<file path="config.mk">
export PLATFORM = sky130hd
export DESIGN_NAME = simd_decode_stage
export DESIGN_NICKNAME = d
export VERILOG_FILES = /design/src/rtl/simd_pkg.sv /design/src/rtl/simd_decode_logic.sv /design/src/rtl/simd_decode_stage.sv
export SDC_FILE = /design/constraint.sdc
export NUM_CORES = 1
export LEC_CHECK = 0
export CORE_MARGIN = 2
export CORE_UTILIZATION = 30
export DETAILED_ROUTE_END_ITERATION = 12
export SLEW_MARGIN = 10
export SYNTH_ARGS = -nofsm -noshare
export SYNTH_HDL_FRONTEND = slang
export SYNTH_SLANG_ARGS = --single-unit
</file>
<file path="constraint.sdc">
create_clock -name clk -period 2 [get_ports clk]
set_input_delay 0.2 -clock clk [delete_from_list [all_inputs] [get_ports clk]]
set_output_delay 0.2 -clock clk [all_outputs]
set_load 0.005 [all_outputs]
</file>
<file path="src/rtl/simd_pkg.sv">
// Shared definitions for the SIMD ALU front end: opcode map, legality limits,
// default field widths and the decoded-instruction record.
package simd_pkg;

    localparam int unsigned DEF_OPC_W  = 4;
    localparam int unsigned DEF_MODE_W = 3;
    localparam int unsigned DEF_IMM_W  = 8;
    localparam int unsigned DEF_INST_W = DEF_OPC_W + DEF_MODE_W + 1 + DEF_IMM_W;
    localparam int unsigned DEF_CNT_W  = 16;

    typedef enum logic [DEF_OPC_W-1:0] {
        OPC_NOP      = 4'd0,
        OPC_PADD     = 4'd1,
        OPC_PSUB     = 4'd2,
        OPC_PMUL     = 4'd3,
        OPC_PAND     = 4'd4,
        OPC_POR      = 4'd5,
        OPC_PXOR     = 4'd6,
        OPC_PSHIFT   = 4'd7,
        OPC_PUNPKLO  = 4'd8,
        OPC_PUNPKGHI = 4'd9
    } simd_opc_e;

    // Highest legal opcode and data mode; anything above decodes to NOP.
    localparam int unsigned SIMD_MAX_OPC  = 9;
    localparam int unsigned SIMD_MAX_MODE = 5;

    // Decoded instruction at the default field widths.
    typedef struct packed {
        logic [DEF_OPC_W-1:0]  opcode;
        logic [DEF_MODE_W-1:0] data_mode;
        logic                  imm_flag;
        logic [DEF_IMM_W-1:0]  imm;
        logic                  illegal;
    } simd_dec_t;

    // Occupancy of the output/skid register pair.
    typedef enum logic [1:0] {
        OCC_EMPTY = 2'd0,
        OCC_ONE   = 2'd1,
        OCC_FULL  = 2'd2
    } occ_e;

endpackage

</file>
<file path="src/rtl/simd_decode_logic.sv">
// Combinational field split of a raw SIMD instruction word. Encodings with an
// out-of-range opcode or data mode are replaced by an immediate-form NOP and
// flagged as illegal.
module simd_decode_logic
    import simd_pkg::*;
#(
    parameter int unsigned OPC_W    = DEF_OPC_W,
    parameter int unsigned MODE_W   = DEF_MODE_W,
    parameter int unsigned IMM_W    = DEF_IMM_W,
    parameter int unsigned INST_W   = DEF_INST_W,
    parameter int unsigned MAX_OPC  = SIMD_MAX_OPC,
    parameter int unsigned MAX_MODE = SIMD_MAX_MODE
) (
    input  logic [INST_W-1:0] inst,
    output logic [OPC_W-1:0]  opcode,
    output logic [MODE_W-1:0] data_mode,
    output logic              imm_flag,
    output logic [IMM_W-1:0]  imm,
    output logic              illegal
);

    localparam int unsigned FLAG_POS = IMM_W;
    localparam int unsigned MODE_LSB = IMM_W + 1;

    logic [OPC_W-1:0]  raw_opc;
    logic [MODE_W-1:0] raw_mode;
    logic              raw_flag;
    logic [IMM_W-1:0]  raw_imm;
    logic              bad;

    // Split fields MSB first and substitute the NOP encoding for illegal words.
    always_comb begin
        raw_opc  = inst[INST_W-1 -: OPC_W];
        raw_mode = inst[MODE_LSB +: MODE_W];
        raw_flag = inst[FLAG_POS];
        raw_imm  = inst[IMM_W-1:0];
        bad      = (raw_opc > OPC_W'(MAX_OPC)) || (raw_mode > MODE_W'(MAX_MODE));

        if (bad) begin
            opcode    = '0;
            data_mode = '0;
            imm_flag  = 1'b1;
            imm       = '0;
            illegal   = 1'b1;
        end else begin
            opcode    = raw_opc;
            data_mode = raw_mode;
            imm_flag  = raw_flag;
            imm       = raw_imm;
            illegal   = 1'b0;
        end
    end

endmodule

</file>
<file path="src/rtl/simd_decode_stage.sv">
// Registered, valid/ready handshaked decode stage in front of SIMD ALU issue.
// An output register backed by one skid register lets in_ready depend only on
// local state. Illegal words are counted (saturating) and latched in a sticky
// flag; optionally, words that decode to NOP are consumed without being issued.
module simd_decode_stage
    import simd_pkg::*;
#(
    parameter int unsigned OPC_W      = DEF_OPC_W,
    parameter int unsigned MODE_W     = DEF_MODE_W,
    parameter int unsigned IMM_W      = DEF_IMM_W,
    parameter int unsigned INST_W     = DEF_INST_W,
    parameter int unsigned MAX_OPC    = SIMD_MAX_OPC,
    parameter int unsigned MAX_MODE   = SIMD_MAX_MODE,
    parameter int unsigned CNT_W      = DEF_CNT_W,
    parameter int unsigned SQUASH_NOP = 0
) (
    input  logic              clk,
    input  logic              rst,
    input  logic              in_valid,
    output logic              in_ready,
    input  logic [INST_W-1:0] inst,
    output logic              out_valid,
    input  logic              out_ready,
    output logic [OPC_W-1:0]  opcode,
    output logic [MODE_W-1:0] data_mode,
    output logic              imm_flag,
    output logic [IMM_W-1:0]  imm,
    output logic              illegal,
    output logic              illegal_seen,
    output logic [CNT_W-1:0]  illegal_cnt,
    input  logic              clr_stat
);

    if (INST_W != OPC_W + MODE_W + 1 + IMM_W) begin : g_width_check
        $error("simd_decode_stage: INST_W must equal OPC_W+MODE_W+1+IMM_W");
    end

    typedef struct packed {
        logic [OPC_W-1:0]  opcode;
        logic [MODE_W-1:0] data_mode;
        logic              imm_flag;
        logic [IMM_W-1:0]  imm;
        logic              illegal;
    } dec_t;

    logic [OPC_W-1:0]  dec_opcode;
    logic [MODE_W-1:0] dec_data_mode;
    logic              dec_imm_flag;
    logic [IMM_W-1:0]  dec_imm;
    logic              dec_illegal;
    dec_t              dec;

    occ_e              occ_q, occ_d;
    dec_t              out_q, out_d;
    dec_t              skid_q, skid_d;
    logic              illegal_seen_q, illegal_seen_d;
    logic [CNT_W-1:0]  illegal_cnt_q, illegal_cnt_d;

    logic              accept;
    logic              squash;
    logic              store;
    logic              drain;

    simd_decode_logic #(
        .OPC_W    (OPC_W),
        .MODE_W   (MODE_W),
        .IMM_W    (IMM_W),
        .INST_W   (INST_W),
        .MAX_OPC  (MAX_OPC),
        .MAX_MODE (MAX_MODE)
    ) u_decode (
        .inst      (inst),
        .opcode    (dec_opcode),
        .data_mode (dec_data_mode),
        .imm_flag  (dec_imm_flag),
        .imm       (dec_imm),
        .illegal   (dec_illegal)
    );

    // Handshake qualifiers and the occupancy / register-pair next state.
    always_comb begin
        dec.opcode    = dec_opcode;
        dec.data_mode = dec_data_mode;
        dec.imm_flag  = dec_imm_flag;
        dec.imm       = dec_imm;
        dec.illegal   = dec_illegal;

        accept = in_valid && (occ_q != OCC_FULL);
        squash = (SQUASH_NOP != 0) && (dec.opcode == '0);
        store  = accept && !squash;
        drain  = (occ_q != OCC_EMPTY) && out_ready;

        occ_d  = occ_q;
        out_d  = out_q;
        skid_d = skid_q;

        unique case (occ_q)
            OCC_EMPTY: begin
                if (store) begin
                    out_d = dec;
                    occ_d = OCC_ONE;
                end
            end
            OCC_ONE: begin
                if (drain && store) begin
                    out_d = dec;
                end else if (drain) begin
                    occ_d = OCC_EMPTY;
                end else if (store) begin
                    skid_d = dec;
                    occ_d  = OCC_FULL;
                end
            end
            OCC_FULL: begin
                // in_ready is low here, so only the skid promotion can happen.
                if (drain) begin
                    out_d = skid_q;
                    occ_d = OCC_ONE;
                end
            end
            default: begin
                occ_d = OCC_EMPTY;
            end
        endcase
    end

    // Illegal-word statistics; a clear beats a coincident illegal accept.
    always_comb begin
        illegal_seen_d = illegal_seen_q;
        illegal_cnt_d  = illegal_cnt_q;
        if (clr_stat) begin
            illegal_seen_d = 1'b0;
            illegal_cnt_d  = '0;
        end else if (accept && dec.illegal) begin
            illegal_seen_d = 1'b1;
            if (illegal_cnt_q != '1) begin
                illegal_cnt_d = illegal_cnt_q + CNT_W'(1);
            end
        end
    end

    // State registers; reset discards any in-flight words.
    always_ff @(posedge clk or posedge rst) begin
        if (rst) begin
            occ_q          <= OCC_EMPTY;
            out_q          <= '0;
            skid_q         <= '0;
            illegal_seen_q <= 1'b0;
            illegal_cnt_q  <= '0;
        end else begin
            occ_q          <= occ_d;
            out_q          <= out_d;
            skid_q         <= skid_d;
            illegal_seen_q <= illegal_seen_d;
            illegal_cnt_q  <= illegal_cnt_d;
        end
    end

    assign in_ready     = (occ_q != OCC_FULL);
    assign out_valid    = (occ_q != OCC_EMPTY);
    assign opcode       = out_q.opcode;
    assign data_mode    = out_q.data_mode;
    assign imm_flag     = out_q.imm_flag;
    assign imm          = out_q.imm;
    assign illegal      = out_q.illegal;
    assign illegal_seen = illegal_seen_q;
    assign illegal_cnt  = illegal_cnt_q;

endmodule

</file>
==> Word level (Yosys, flattened, before mapping) <==
Cells that the tools add are included.
{ "op_classes": {"n_eq_ne": 9, "muxes": 20, "order_cmp": 2, "reduce_logical": 14, "addsub": 1, "bitwise": 2} }
{ "op_table": {"columns": ["op", "n"], "rows": [
  ["17-bit 2-to-1 mux", 3],
  ["17-bit case mux with 3 select lines", 1],
  ["16-bit 2-to-1 mux", 3],
  ["16-bit by 1-bit adder with 16-bit output, second input constant", 1],
  ["16-bit != test, second input constant", 1],
  ["4-bit AND reduction", 3],
  ["2-bit 2-to-1 mux", 5],
  ["2-bit != test, second input constant", 5],
  ["8-bit 2-to-1 mux", 1],
  ["2-bit case mux with 3 select lines", 1],
  ["2-bit nonzero test", 3],
  ["4-bit greater-than comparator, second input constant", 1],
  ["1-bit logical AND", 4],
  ["1-bit 2-to-1 mux", 4],
  ["4-bit 2-to-1 mux", 1],
  ["3-bit greater-than comparator, second input constant", 1],
  ["3-bit 2-to-1 mux", 1],
  ["3-bit != test, second input constant", 1],
  ["3-bit nonzero test", 1],
  ["2-bit by 1-bit equality test with 1-bit output, second input constant", 1],
  ["2-bit equality test, second input constant", 1],
  ["2-bit zero test", 1],
  ["1-bit NOT", 2],
  ["2-bit AND reduction", 1],
  ["1-bit logical OR", 1]
]} }
{ "word_totals": {"reg_bits": 53, "input_bits": 21, "word_cells": 61} }

==> Depth between registers and ports, before layout <==
Gate-level depths: netlist of run 1.
{ "logic_depth": {"depth_word": 6, "depth_mapped": 7, "mapped_depth_nobuf": 6} }

==> Cells and area by module <==
Synthesis of run 1 repeated with hierarchy kept, for this count alone.
{ "unflattened": {"cells_unflattened": 272, "area_unflattened_um2": 2681.3} }
{ "modules_own_cells": {"columns": ["module", "instances", "seq_area_each_um2", "area_per_inst_um2", "cells_each"], "rows": [
  ["simd_decode_stage", 1, 1326.3, 2527.4, 250],
  ["simd_decode_logic", 1, 0.0, 153.9, 22]
]} }

==> Worst setup path after synthesis of run 1 <==
OpenSTA, ideal clock, no wires.
{ "synth_timing": {"path_type": "flip-flop to flip-flop", "from": "register illegal_cnt_q[7], in the netlist illegal_cnt[7]", "to": "register illegal_cnt_q[13], in the netlist illegal_cnt[13]", "path_slack_ns": 0.364, "stages_incl_launch_ff": 6, "arrival_ns": 1.509, "setup_time_ns": 0.127, "period_less_slack_ns": 1.636, "path_buffers": 0, "cell_sequence": "dfrtp_1 and3_1 nand3_1 or3_1 nand4_1 mux2_1"} }
{ "synth_between": {"elab_chain_len": 4, "word_cells_on_any_way": 7} }
{ "synth_lines": {"columns": ["item", "line_no", "source"], "rows": [
  ["start: declaration", "simd_decode_stage.sv:57", "logic [CNT_W-1:0] illegal_cnt_q, illegal_cnt_d;"],
  ["start signal: assignment", "simd_decode_stage.sv:155", "illegal_cnt_q <= illegal_cnt_d;"],
  ["16-bit by 1-bit adder with 16-bit output", "simd_decode_stage.sv:137", "illegal_cnt_d = illegal_cnt_q + CNT_W'(1);"],
  ["16-bit 2-to-1 mux", "simd_decode_stage.sv:136", "if (illegal_cnt_q != '1) begin"],
  ["16-bit 2-to-1 mux", "simd_decode_stage.sv:134", "end else if (accept && dec.illegal) begin"],
  ["16-bit 2-to-1 mux", "simd_decode_stage.sv:131", "if (clr_stat) begin"]
]} }
Parallel ways exist; a longest one is shown, timed or not. The select of a mux whose other input is x is not followed.
A chain may end at the register's enable or synchronous reset.

==> Worst setup path in the final report of run 1 <==
{ "layout_timing": {"from": "register occ_q[1]", "to": "output in_ready"} }
{ "layout_between": {"elab_chain_len": 1} }
{ "layout_lines": {"columns": ["item", "line_no", "source"], "rows": [
  ["start: declaration", "simd_decode_stage.sv:53", "occ_e occ_q, occ_d;"],
  ["start signal: assignment", "simd_decode_stage.sv:145", "occ_q <= OCC_EMPTY;"],
  ["start signal: assignment", "simd_decode_stage.sv:151", "occ_q <= occ_d;"],
  ["2-bit != test", "simd_decode_stage.sv:159", "assign in_ready = (occ_q != OCC_FULL);"],
  ["end: declaration", "simd_decode_stage.sv:20", "output logic in_ready,"]
]} }
No other way between the ends.

==> reports/results.env, run 1 <==
START_UTIL_PCT=31.1
DIE_W_UM=96.8
ROWS=33
SYNTH.FF_LATCH_COUNT=53
SYN_INST=278
CTS.SINK_COUNT=53
WORSTPATHREQUIRED_NS=1.80
HP-CLASS='primary input to asynchronous set/reset pin'
PLACE_WS_NS=0.0129
POWER.TOTAL_mW=2.86
H-TREE-DEPTH=2
YS_SEQ_AREA_SHARE_PCT=51.3
DIE_HEIGHT_UM=96.8
GRT_FIRST_PASS_WIRELENGTH_UM=10500
INITIAL_ANTENNA_VIOLATION_COUNT=0
FINALWIRELENGTH_UM=6000
CTS_POST_SETUP_BUFFERS_INSERTED=0
POWER.IR.VDD_WORST_mV=0.440
TOTALNEGATIVESETUPSLACK_NS=0
UNREPAIRED_SETUP_ENDPOINTS_AFTER_GLOBAL_ROUTING='false'
VIAS=2247
SYNTH_SIMPLE_GATE_AREA_SHARE_PCT=26.1
MAPPEDNETLISTAREA_UM2=2580
MAXIMUM_FANOUT_ALONG_THE_WORST_PATH=16
DESIGN_AREA_UM2=3440
DETAILED_ROUTING_ITERATION_COUNT_FOR_THE_PRE_ANTENNA_REPAIR_PASS=4
ROOT_BUFFER='clkbuf_8'
MAXCAPVIOLATIONS=0
WORST_SLEW_PIN_SLEW_NS=0.497
DETAILEDROUTE.FIRSTITERATIONVIOLATIONS=78
SYN-NUM-NETS=300
CTS-BUFFERS-INSERTED=5
ASYNC_SR_FLOP_FRACTION_PCT=100
FINAL_MAX_TRAN_VIOLS=0
POWER_LEAKAGE_nW=1.41
CORE_REGION_AREA_UM2=8300
FINAL.PERIOD_UTILIZATION_PCT=96.0
SYNTH.TOP_CELLS.BY_COUNT='dfrtp_1, nand2_1, nor2_1'
GRT_USAGE_PCT=13.5
SETUP-VIOLATIONS-FINAL=0
YS.FLOP_TYPE='dfrtp_1'
TIMING.FINAL.WS_SETUP_NS=0.0800
SYNTH_WARNINGS=0
SYNTH.AREA.MUX_SHARE_PCT=1.65
DPL_CELL_AREA_UM2=3350
TRITONCTS='yes'
STARTPOINT_TYPE_OF_THE_WORST_SETUP_PATH='flip-flop'
ENDPOINT_KIND='output port'
MAX_SLEW_MARGIN_PCT=66.6
ROUTE.DETAILED.VIAS_PER_INST=4.99
ANTENNA_CELLS_INSERTED=0
POST-DP-HPWL_UM=4300
YOSYS_CELL_TYPES=48
WORST_SKEW_PAIR_LATENCY_NS=0.31
POST_ROUTE_CELLS_DRIVE_ABOVE_1_SHARE_PCT=11.3
NUM_IO_PINS=57
FINAL_HOLD_VIOL_COUNT=0
AVERAGE_WIRE_LENGTH_PER_CELL_AFTER_DETAIL_ROUTING_UM=13.3
GRT_START_MAX_NET_PINS=36
SYNTH_COMPOUND_GATE_AREA_SHARE_PCT=14.0
SYNTH_TOP_FAMILY_BY_AREA='simple AND/OR/NAND/NOR gates'
FINISH.NET_COUNT=366
FMAXACHIEVABLE_GHz=0.521
DRC_ERRORS=0
POWERDENSITY_nW_PER_UM2=832
GLOBAL_ROUTE.OVERFLOW_TOTAL=0
LAYOUT_MIN_CYCLE_TIME_NS=1.92
POST_CTS.RESIZED_INSTANCES=0
AREA_LEADER_NETLIST='dfrtp_1'
SETUP.WORST_PATH.CLASS='flip-flop to output port'
FINCLKSKEW_NS=0.00533
DIE-AREA_UM2=9370
GRT_PASS1_VIAS=2155
CTSLONGESTPATHBUFFERS=2
CTS.HOLD.BUFFERS_ADDED=0
RUN_STATUS='completed'
PLACE_CONGESTION=0.878
CLKTRANSATPATHREGS_NS=0.11
AREA_DELTA_SYNTH_FINAL_PCT=33.2
SYNTH-EDFF-COUNT=0
PORT_BUFFERS=56
SYNTHADDERAREAFRAC_PCT=0.484
ARRIVAL_NS=1.72
SYNTH_TOP_CELL_AREA_SHARE_PCT=51.3
SYNTH_XOR_XNOR_AREA_SHARE_PCT=2.71
MEAN_CELL_AREA_OF_THE_MAPPED_NETLIST_UM2=9.29
FINAL_ANTENNA_NET_COUNT=0
SYNTH_AREA_LEADERS='dfrtp_1, nand2_1, o21ai_0'
[metrics by stage]
step	hold slack [ns]	utilization, %	cells
floorplan	0.312	-	278
global placement	0.459	40.3	442
detailed placement	0.470	40.3	442
CTS	0.251	41.5	450
global route	0.253	41.5	450
finish	0.240	41.5	450
[area by class of cell]
cell class	count	area, um^2
Tap cell	105	131
Timing Repair Buffer	74	696
Clock buffer	5	68.8
Fill cell	825	4860
Sequential cell	53	1330
Multi-Input combinational cell	204	1170
Clock inverter	3	26.3
Inverter	6	27.5
[critical path: stages (launching register included)]
cell	delay (ns)
dfrtp_1	0.44
nor2b_4	0.17
inv_6	0.06
buf_4	0.21
clkdlybuf4s50_1	0.53
[metal layers]
layer  GRT usage, %  wire, um  up-vias  share of wire [%]
met5              0         0        -                  0
met4           3.58        29        0               0.48
met3           3.83       376        2                6.3
met2           20.9      2620       62                 44
met1           18.7      2970     1077                 50
li1               -         -     1106                  -
[final timing paths]
kind / from / endpoint / slack, ns / cells after the start
worst min-delay path: rst / opcode[0] / 0.24 / 3
worst max register to register: illegal_cnt[2] / illegal_cnt[6] / 0.24 / 5
worst min register to register: skid_q[1] / skid_q[1] / 0.49 / 2
worst max-delay path: occ_q[1] / in_ready / 0.08 / 4
max in group asynchronous: rst / data_mode[1] / 1.42 / 3
min in group clk: inst[7] / skid_q[8] / 0.46 / 3
[logic make-up (layout without fill, tap and decap cells)]
kind of cell / count (synthesis) / after routing
AOI/OAI and AO/OA: 58 / 58
xor gates and xnor gates: 8 / 8
adders and majority gates: 1 / 1
buffers and inverters: 21 / 88
DFF: 53 / 53
muxes: 4 / 4
and+or+nand+nor: 133 / 133
[state kept, by name, summed over array words and instances (netlist names)]
signal	cells
opcode	4
illegal	1
occ_q	2
skid_q	17
imm	8
data_mode	3
illegal_seen	1
imm_flag	1
illegal_cnt	16
[power by group]
group / switching (mW) / internal [mW] / total (mW) / leakage, nW
Combinational: 0.337 / 0.442 / 0.778 / 0.679
Sequential: 0.143 / 1.31 / 1.45 / 0.680
Clock: 0.378 / 0.256 / 0.634 / 0.0487
[cell usage in the layout (no fill, tap or decap), types with 6 or more instances in the layout]
cell and n:
xnor2_1 7, dfrtp_1 53, nand3_1 15, a21oi_1 7
buf_4 18, nor2_1 29, o21ai_0 22, nand2_1 53
o21a_1 6, clkdlybuf4s50_1 56, nor4_1 7, a31oi_1 11
(Power assumes the default switching activity.)
==> inputs of run 2 (changes only) <==
- ABC_AREA: default -> 0
- TNS_END_PERCENT: default -> 1
==> results of run 2 <==
Final layout, timing and power as in run 1 (identical DEF).
==> inputs of run 3 (changes only) <==
- CORE_ASPECT_RATIO: default -> 1.4
- SLEW_MARGIN: 10 -> default
==> reports/results.env, run 3 (synthesized netlist as in run 1, its figures left out) <==
POST_CTS.RESIZED_INSTANCES=0
MOSTFREQUENTLAYOUTCELLS='clkdlybuf4s50_1, nand2_1, dfrtp_1, nor2_1, o21ai_0'
CORE_REGION_AREA_UM2=8460
VIAS=2244
GRT_START_MAX_NET_PINS=36
CTSLONGESTPATHBUFFERS=2
CTS-BUFFERS-INSERTED=5
DIE_W_UM=82.4
POWER_LEAKAGE_nW=1.42
SETUP-VIOLATIONS-FINAL=0
NUM_IO_PINS=57
FINCLKSKEW_NS=0.00635
UNREPAIRED_SETUP_ENDPOINTS_AFTER_GLOBAL_ROUTING='false'
CTS.HOLD.BUFFERS_ADDED=0
PLACE_WS_NS=0.0540
WORSTPATHREQUIRED_NS=1.80
PLACE_CONGESTION=0.813
COMBPWRFRAC_PCT=25.5
TOTALNEGATIVESETUPSLACK_NS=0
POWER_FRAC_CLOCK_PCT=27.3
PORT_BUFFERS=56
NET-SWITCHING-POWER_uW=855
WORST_SKEW_PAIR_LATENCY_NS=0.29
REG2REG_TO='illegal_cnt[13]'
DETAILED_ROUTING_ITERATION_COUNT_FOR_THE_PRE_ANTENNA_REPAIR_PASS=4
P_INT_mW=2.22
FMAXACHIEVABLE_GHz=0.532
DIE_HEIGHT_UM=114
CTS_POST_SETUP_BUFFERS_INSERTED=0
CRIT_CHAIN='nor2b_4 > inv_6 > buf_4 > clkdlybuf4s50_1'
MAX_SLEW_MARGIN_PCT=68.2
FINALWIRELENGTH_UM=6220
WORST_R2R_STARTPOINT='illegal_cnt[7]'
ARRIVAL_NS=1.68
CLKTRANSATPATHREGS_NS=0.07
FINAL_ANTENNA_NET_COUNT=0
POWERDENSITY_nW_PER_UM2=883
FINAL_HOLD_VIOL_COUNT=0
ANTENNA_CELLS_INSERTED=0
DIE-AREA_UM2=9380
GRT_FIRST_PASS_WIRELENGTH_UM=10500
ROUTE.DETAILED.VIAS_PER_INST=5.02
FLIP_FLOP_COUNT_OF_THE_LARGEST_REGISTER_ALL_COPIES_AND_WORDS_ADDED=17
CP_TOP_FAMILY='buffers and inverters'
POWER.IR.VDD_WORST_mV=0.392
TOP_REGISTER='skid_q'
RUN_STATUS='completed'
INITIAL_ANTENNA_VIOLATION_COUNT=0
HP-CLASS='primary input to asynchronous set/reset pin'
POST_ROUTE_CELLS_DRIVE_ABOVE_1_SHARE_PCT=10.5
ROWS=40
SETUP.WORST_PATH.CLASS='flip-flop to output port'
FINAL_MAX_TRAN_VIOLS=0
MAXIMUM_FANOUT_ALONG_THE_WORST_PATH=13
AREA_DELTA_SYNTH_FINAL_PCT=34.6
TIMING.FINAL.WS_SETUP_NS=0.120
GRT_PASS1_VIAS=2245
ENDPOINT_KIND='output port'
TRITONCTS='yes'
CTS.SINK_COUNT=53
POST-DP-HPWL_UM=4530
LAYOUT_MIN_CYCLE_TIME_NS=1.88
MAXCAPVIOLATIONS=0
GRT_USAGE_PCT=14.4
DETAILEDROUTE.FIRSTITERATIONVIOLATIONS=135
TIMING.CRITICAL_PATH.SLOWEST_CELL_DELAY_NS=0.52
POWER.SWITCHING_FRACTION_PCT=27.8
AVERAGE_WIRE_LENGTH_PER_CELL_AFTER_DETAIL_ROUTING_UM=13.9
GLOBAL_ROUTE.OVERFLOW_TOTAL=0
FINAL.PERIOD_UTILIZATION_PCT=94.0
SLOWEST_STAGE='clkdlybuf4s50_1'
R2R_SLACK_NS=0.19
H-TREE-DEPTH=2
HOLD-WORST-SLACK_NS=0.247
COMMONEST_NON_FILL_NON_TAP_CELL_IN_THE_LAYOUT='clkdlybuf4s50_1'
WORST_SLEW_PIN_SLEW_NS=0.474
ROOT_BUFFER='clkbuf_16'
START_UTIL_PCT=30.5
POWER.SHARE.SEQUENTIAL_PCT=47.2
TIMING.REG2REG.WORST_PATH_DEPTH=5
FINISH.NET_COUNT=363
CRITICAL_PATH.N_BUFFERS_INVERTERS=3
DRC_ERRORS=0
STARTPOINT_TYPE_OF_THE_WORST_SETUP_PATH='flip-flop'
==> run 3: cell count changes in the layout (fill, tap and decap cells not counted), moves of 2 or more <==
| cell | change |
|---|---|
| clkinv_2 | +2 |
| clkbuf_8 | -5 |
| clkbuf_16 | +5 |
| buf_4 | -4 |
| clkinv_4 | -2 |
==> run 3: per-layer routing <==
metal / share of wire [%] / vias to the layer above / GRT usage (%)
met5: 0 / - / 0
met4: 1.4 / 0 / 4.67
met3: 4.9 / 8 / 2.85
met2: 53 / 66 / 26.4
met1: 41 / 1075 / 16.1
li1: - / 1095 / -
==> run 3: worst max-delay path by stage <==
stage | slack [ns] | end | cells after the start | from
after floorplan | 0.36 | illegal_cnt[13] | 5 | illegal_cnt[7]
after global placement | 0.08 | illegal_cnt[6] | 6 | inst[11]
after detailed placement | 0.05 | illegal_cnt[13] | 6 | inst[13]
after CTS | 0.1 | in_ready | 4 | occ_q[1]
after global routing | 0.02 | in_ready | 4 | occ_q[1]
final | 0.12 | in_ready | 4 | occ_q[1]
==> run 3: through the flow <==
stage	util, %	area (um^2)	std cells	power, mW
5_1_grt	41.1	3480	447	3.28
4_1_cts	41.1	3480	447	3.13
2_1_floorplan	-	2580	278	1.81
6_report	41.1	3480	447	3.07
3_3_place_gp	39.5	3340	439	2.26
3_5_place_dp	39.5	3340	439	2.27
==> run 3: area by class of cell <==
class	count	area, um^2
Inverter	6	27.5
Fill cell	866	4980
Timing Repair Buffer	71	686
Clock inverter	2	10.0
Tap cell	105	131
Multi-Input combinational cell	204	1170
Sequential cell	53	1330
Clock buffer	6	129
==> run 3: power by group through the flow <==
stage,clock network (mW),registers (mW),logic (mW)
3_3_place_gp,0,1.47,0.788
2_1_floorplan,0,1.45,0.360
4_1_cts,0.871,1.46,0.802
5_1_grt,0.908,1.49,0.887
3_5_place_dp,0,1.47,0.801
6_report,0.838,1.45,0.784
